===== config.mk =====
export PLATFORM = sky130hd
export DESIGN_NAME = seg_display_arbiter
export DESIGN_NICKNAME = d
export VERILOG_FILES = /design/src/rtl/seg_display_arbiter.sv
export SDC_FILE = /design/constraint.sdc
export NUM_CORES = 1
export LEC_CHECK = 0
export BUFFER_PORTS_ARGS = -buffer_cell sky130_fd_sc_hd__buf_2
export CAP_MARGIN = 0
export CELL_PAD_IN_SITES_DETAIL_PLACEMENT = 1
export CELL_PAD_IN_SITES_GLOBAL_PLACEMENT = 1
export CORE_UTILIZATION = 30
export DETAILED_ROUTE_END_ITERATION = 6
export GPL_ROUTABILITY_DRIVEN = 0
export GPL_TIMING_DRIVEN = 1
export PLACE_DENSITY_LB_ADDON = 0.2
export SYNTH_ARGS = -nofsm -noshare
export SYNTH_HDL_FRONTEND = slang
export SYNTH_SLANG_ARGS = --single-unit

===== constraint.sdc =====
create_clock -name clk -period 4.8 [get_ports clk]
set_input_delay 0.24 -clock clk [delete_from_list [all_inputs] [get_ports clk]]
set_output_delay 0.24 -clock clk [all_outputs]
set_load 0.02 [all_outputs]

===== src/rtl/seg_display_arbiter.sv =====
// Frame-synchronous arbiter and blanked scan driver for the shared 8-digit seven-segment display.
// Optional build macro LEADING_ZERO_BLANK_EN blanks digits above the highest nonzero nibble.
module seg_display_arbiter #(
  parameter int CLK_DIV      = 500,
  parameter int BLANK_CYCLES = 4,
  parameter int HOLD_FRAMES  = 64
) (
  input  logic        clk,
  input  logic        Rst,
  input  logic        dbg_req,
  input  logic [31:0] dbg_val,
  input  logic        mmio_req,
  input  logic [31:0] mmio_val,
  input  logic        uart_req,
  input  logic [31:0] uart_val,
  output logic [2:0]  grant,
  output logic [31:0] cur_val,
  output logic [7:0]  an,
  output logic [6:0]  sev_out,
  output logic        frame_start
);

  localparam int MAXC  = (CLK_DIV > BLANK_CYCLES) ? CLK_DIV : BLANK_CYCLES;
  localparam int CNT_W = $clog2(MAXC + 1);
  localparam int HLD_W = $clog2(HOLD_FRAMES + 1);

  localparam logic [2:0] G_IDLE = 3'b000;
  localparam logic [2:0] G_DBG  = 3'b001;
  localparam logic [2:0] G_MMIO = 3'b010;
  localparam logic [2:0] G_UART = 3'b100;

  typedef enum logic {S_DIGIT, S_BLANK} state_t;

  state_t             state_q, state_d;
  logic [2:0]         idx_q, idx_d;
  logic [CNT_W-1:0]   cnt_q, cnt_d;
  logic [2:0]         grant_q, grant_d;
  logic [31:0]        val_q, val_d;
  logic [7:0]         an_q, an_d;
  logic [6:0]         sev_q, sev_d;
  logic               fs_q, fs_d;
  logic [HLD_W-1:0]   hold_q, hold_d;
  logic               rr_q, rr_d;   // 0: mmio goes first, 1: uart goes first

  logic [2:0]         arb_grant;
  logic [31:0]        arb_val;
  logic               show;

  function automatic logic [6:0] decode(input logic [3:0] nib);
    case (nib)
      4'h0: decode = 7'b0000001;
      4'h1: decode = 7'b1001111;
      4'h2: decode = 7'b0010010;
      4'h3: decode = 7'b0000110;
      4'h4: decode = 7'b1001100;
      4'h5: decode = 7'b0100100;
      4'h6: decode = 7'b0100000;
      4'h7: decode = 7'b0001111;
      4'h8: decode = 7'b0000000;
      4'h9: decode = 7'b0000100;
      4'hA: decode = 7'b0001000;
      4'hB: decode = 7'b1100000;
      4'hC: decode = 7'b0110001;
      4'hD: decode = 7'b1000010;
      4'hE: decode = 7'b0110000;
      default: decode = 7'b0111000;
    endcase
  endfunction

`ifdef LEADING_ZERO_BLANK_EN
  function automatic logic [2:0] top_nibble(input logic [31:0] v);
    top_nibble = 3'd0;
    for (int i = 0; i < 8; i++) begin
      if (v[4*i +: 4] != 4'h0) top_nibble = 3'(i);
    end
  endfunction
`endif

  // Arbitration decision, only committed at a frame boundary.
  always_comb begin
    arb_grant = G_IDLE;
    if (dbg_req) begin
      arb_grant = G_DBG;
    end else if (((grant_q == G_MMIO && mmio_req) || (grant_q == G_UART && uart_req)) &&
                 (hold_q < HLD_W'(HOLD_FRAMES))) begin
      arb_grant = grant_q;
    end else if (mmio_req && uart_req) begin
      arb_grant = rr_q ? G_UART : G_MMIO;
    end else if (mmio_req) begin
      arb_grant = G_MMIO;
    end else if (uart_req) begin
      arb_grant = G_UART;
    end
    case (arb_grant)
      G_DBG:   arb_val = dbg_val;
      G_MMIO:  arb_val = mmio_val;
      G_UART:  arb_val = uart_val;
      default: arb_val = 32'h0;
    endcase
  end

  always_comb begin
    state_d = state_q;
    idx_d   = idx_q;
    cnt_d   = cnt_q;
    grant_d = grant_q;
    val_d   = val_q;
    an_d    = an_q;
    sev_d   = sev_q;
    fs_d    = 1'b0;
    hold_d  = hold_q;
    rr_d    = rr_q;
    show    = 1'b0;
    case (state_q)
      S_BLANK: begin
        if (cnt_q == CNT_W'(BLANK_CYCLES - 1)) begin
          state_d = S_DIGIT;
          cnt_d   = '0;
          idx_d   = idx_q + 3'd1;
          if (idx_q == 3'd7) begin
            fs_d    = 1'b1;
            grant_d = arb_grant;
            val_d   = arb_val;
            if (arb_grant == grant_q)
              hold_d = (hold_q < HLD_W'(HOLD_FRAMES)) ? hold_q + 1'b1 : hold_q;
            else
              hold_d = HLD_W'(1);
            if (arb_grant == G_MMIO) rr_d = 1'b1;
            if (arb_grant == G_UART) rr_d = 1'b0;
          end
          // Outputs for the new digit are registered on the entry edge.
          show = (grant_d != G_IDLE);
`ifdef LEADING_ZERO_BLANK_EN
          if (idx_d > top_nibble(val_d)) show = 1'b0;
`endif
          if (show) begin
            an_d  = ~(8'b1 << idx_d);
            sev_d = decode(val_d[{idx_d, 2'b00} +: 4]);
          end else begin
            an_d  = 8'hFF;
            sev_d = 7'h7F;
          end
        end else begin
          cnt_d = cnt_q + 1'b1;
        end
      end
      default: begin
        if (cnt_q == CNT_W'(CLK_DIV - 1)) begin
          state_d = S_BLANK;
          cnt_d   = '0;
          an_d    = 8'hFF;
          sev_d   = 7'h7F;
        end else begin
          cnt_d = cnt_q + 1'b1;
        end
      end
    endcase
  end

  always_ff @(posedge clk) begin
    if (Rst) begin
      state_q <= S_BLANK;
      idx_q   <= 3'd7;
      cnt_q   <= '0;
      grant_q <= G_IDLE;
      val_q   <= 32'h0;
      an_q    <= 8'hFF;
      sev_q   <= 7'h7F;
      fs_q    <= 1'b0;
      hold_q  <= '0;
      rr_q    <= 1'b0;
    end else begin
      state_q <= state_d;
      idx_q   <= idx_d;
      cnt_q   <= cnt_d;
      grant_q <= grant_d;
      val_q   <= val_d;
      an_q    <= an_d;
      sev_q   <= sev_d;
      fs_q    <= fs_d;
      hold_q  <= hold_d;
      rr_q    <= rr_d;
    end
  end

  assign grant       = grant_q;
  assign cur_val     = val_q;
  assign an          = an_q;
  assign sev_out     = sev_q;
  assign frame_start = fs_q;

endmodule


==> results.sh <==
export IMPL_dpl_cell_area_um2=5740
export IMPL_cp_max_fo=37
export IMPL_synth_edf_count=0
export IMPL_required_ns=5.01
export IMPL_synth_nets=736
export IMPL_drtIter0Drc=382
export IMPL_cp_end_kind="flip-flop"
export IMPL_netlist_instances=621
export IMPL_cts_root_buf="clkbuf_16"
export IMPL_vias=5531
export IMPL_timing_fmax_mhz=256
export IMPL_powerDensity_nw_per_um2=333
export IMPL_area_growth_pct=24.4
export IMPL_worstSetupPathType="flip-flop to flip-flop"
export IMPL_ant_nets=0
export IMPL_finalCritPeriodShare_pct=81.4
export IMPL_numCtsBuffers=9
export IMPL_yosysTopAreaCell="dfxtp_1"
export IMPL_syn_cell_area_um2=4850
export IMPL_grt_start_max_net_pins=40
export IMPL_clock_latency_ns=0.35
export IMPL_worstSetupStartpointType="flip-flop"
export IMPL_post_cts_resized=0
export IMPL_async_flop_share_pct=0
export IMPL_numClockSinks=72
export IMPL_max_slew_margin_rel_pct=18.1
export IMPL_yosys_warnings=0
export IMPL_fin_tns_setup_ns=0
export IMPL_first_pass_iters=6
export IMPL_die_x_um=129
export IMPL_wl_per_cell_um=20.5
export IMPL_synth_top_family_by_area="compound AO/OA/AOI/OAI gates"
export IMPL_syn_area_per_cell_um2=7.81
export IMPL_ys_ff_latch=72
export IMPL_rsz0062_at_grt="false"
export IMPL_ios=152
export IMPL_cts_tree="yes"
export IMPL_core_area_um2=15800
export IMPL_yosys_top_cells_area="dfxtp_1 (30%), a21oi_1 (7.7%), nor2_1 (7.3%)"
export IMPL_io_buffers=151
export IMPL_postLayoutCellArea_um2=6040
export IMPL_synth_flop_cell="dfxtp_1"
export IMPL_antenna_diode_count=0
export IMPL_status="finished, final reports clean"
export IMPL_fin_worst_skew_ns=0.00623
export IMPL_slew_viol_final=0
export IMPL_final_nets=863
export IMPL_drc=0
export IMPL_h_tree_depth=3
export IMPL_gr_usage_all_layers_pct=24.4
export IMPL_grt_pass1_vias=5685
export IMPL_ir_drop_mv=0.188
export IMPL_grt_pass1_wl_mm=31.0
export IMPL_synth_xor_area_share_pct=2.17
export IMPL_grt_ovfl_total=0
export IMPL_synth_compound_gate_area_share_pct=36.5
export IMPL_yosys_area_share_simple_pct=20.8
export IMPL_clk_pin_slew_ns=0.06
export IMPL_synthDistinctLibCells=76
export IMPL_synth_adder_area_share_pct=3.61
export IMPL_vias_per_cell=5.71
export IMPL_maxCapViolations=0
export IMPL_clk_path_buf_depth=2
export IMPL_routed_wl_mm=19.9
export IMPL_rows=46
export IMPL_period_needed_ns=3.91
export IMPL_tightest_slew_ns=1.23
export IMPL_p_leak_nw=2.51
export IMPL_synthTopCellsByCount="nor2_1 (94), a21oi_1 (75), dfxtp_1 (72), nand2_1 (50), clkbuf_1 (26)"
export IMPL_drive_above_1_share_pct=27.5
export IMPL_muxShareOfSynthArea_pct=0.645
export IMPL_setup_violations=0
export IMPL_antenna_found_initial=0
export IMPL_critical_path_arrival_ns=4.12
export IMPL_holdCritPathClass="input port to flip-flop"
export IMPL_seq_area_frac_synth_pct=29.7
export IMPL_synth_most_common_cell="nor2_1"
export IMPL_dpl_hpwl_mm=14.7
export IMPL_hold_violations=0
export IMPL_die_y_um=129
export IMPL_dieArea_um2=16700
export IMPL_hold_buffers=0
export IMPL_start_util_pct=30.7
export IMPL_synth_top_area_share_pct=29.7
export IMPL_postCtsSetupRepairBufs=0
-- through the flow --
step                setup WS (ns)  total power, mW  instances  util [%]  hold slack [ns]
finish                      0.891             2.01        969      38.1            0.280
floorplan                    1.43             1.09        621         -            0.362
global placement             1.19             1.30        953      36.2            0.426
detailed placement          0.953             1.32        953      36.2            0.449
CTS                         0.948             2.02        969      38.1            0.275
global route                0.625             2.11        969      38.1            0.325
-- cell usage in the layout (no fill, tap or decap), drive strengths merged, types with 5 or more instances in the layout --
master / n
a2111oi: 5
and2: 11
buf: 162
o21ai: 20
a31oi: 5
a21o: 10
o2111ai: 6
o31ai: 5
xnor2: 8
and3: 17
nand2: 50
nand3: 18
a221oi: 18
dfxtp: 72
clkinv: 5
o211ai: 6
nor2: 94
clkbuf: 11
a211oi: 24
a222oi: 14
inv: 22
ha: 14
nor2b: 5
a21oi: 78
-- cells by family after synthesis --
kind of cell,Yosys count
AOI/OAI and AO/OA,233
and+or+nand+nor,217
DFF,72
buffers and inverters,70
adders and majority gates,14
xor gates and xnor gates,12
muxes,3
-- worst max-delay path, cell delays in order (launching register included) --
cell and delay, ns:
dfxtp_1 0.38, ha_1 0.18, ha_1 0.17, buf_4 0.36
o31ai_2 0.27, a211oi_4 0.24, buf_4 0.27, a221oi_1 0.15
o32a_1 0.40, a21oi_2 0.28, inv_1 0.14, ha_1 0.22
inv_1 0.07, a21oi_1 0.06, a2111oi_0 0.46, a211oi_1 0.09
-- layout make-up --
class	instances	area (um2)
multi-input cells	479	3100
flip-flops and latches	72	1440
clock inverters	5	56.3
repair buffers	162	838
inverters	24	90.1
fillers	1995	9790
clock buffers	11	243
well taps	216	270
-- sequential cells by signal, indices dropped and copies added (netlist names) --
register / flops
sev_out: 7
rr_q: 1
state_q: 1
hold_q: 7
grant: 3
idx_q: 3
cnt_q: 9
cur_val: 32
an: 8
frame_start: 1
-- per-layer routing --
layer	routed length (um)	GRT usage, %
met2	9170	39.7
met3	1010	3.01
met1	9170	32.3
met4	548	10.6
met5	0	0
-- worst paths after layout --
kind	start	endpoint	slack (ns)	depth (start not counted)
setup reg to reg	idx_q[1]	sev_out[6]	0.89	15
hold reg to reg	cnt_q[0]	cnt_q[0]	0.45	1
hold / removal	mmio_val[4]	cur_val[4]	0.28	5
setup / recovery	idx_q[1]	sev_out[6]	0.89	15
-- power breakdown --
part           internal, mW  switching, mW  total, mW
sequential            0.619         0.0188      0.638
combinational         0.237          0.437      0.675
clock                 0.416          0.280      0.696
total                  1.27          0.736       2.01
Note: power is estimated with default switching activity, not from simulation.
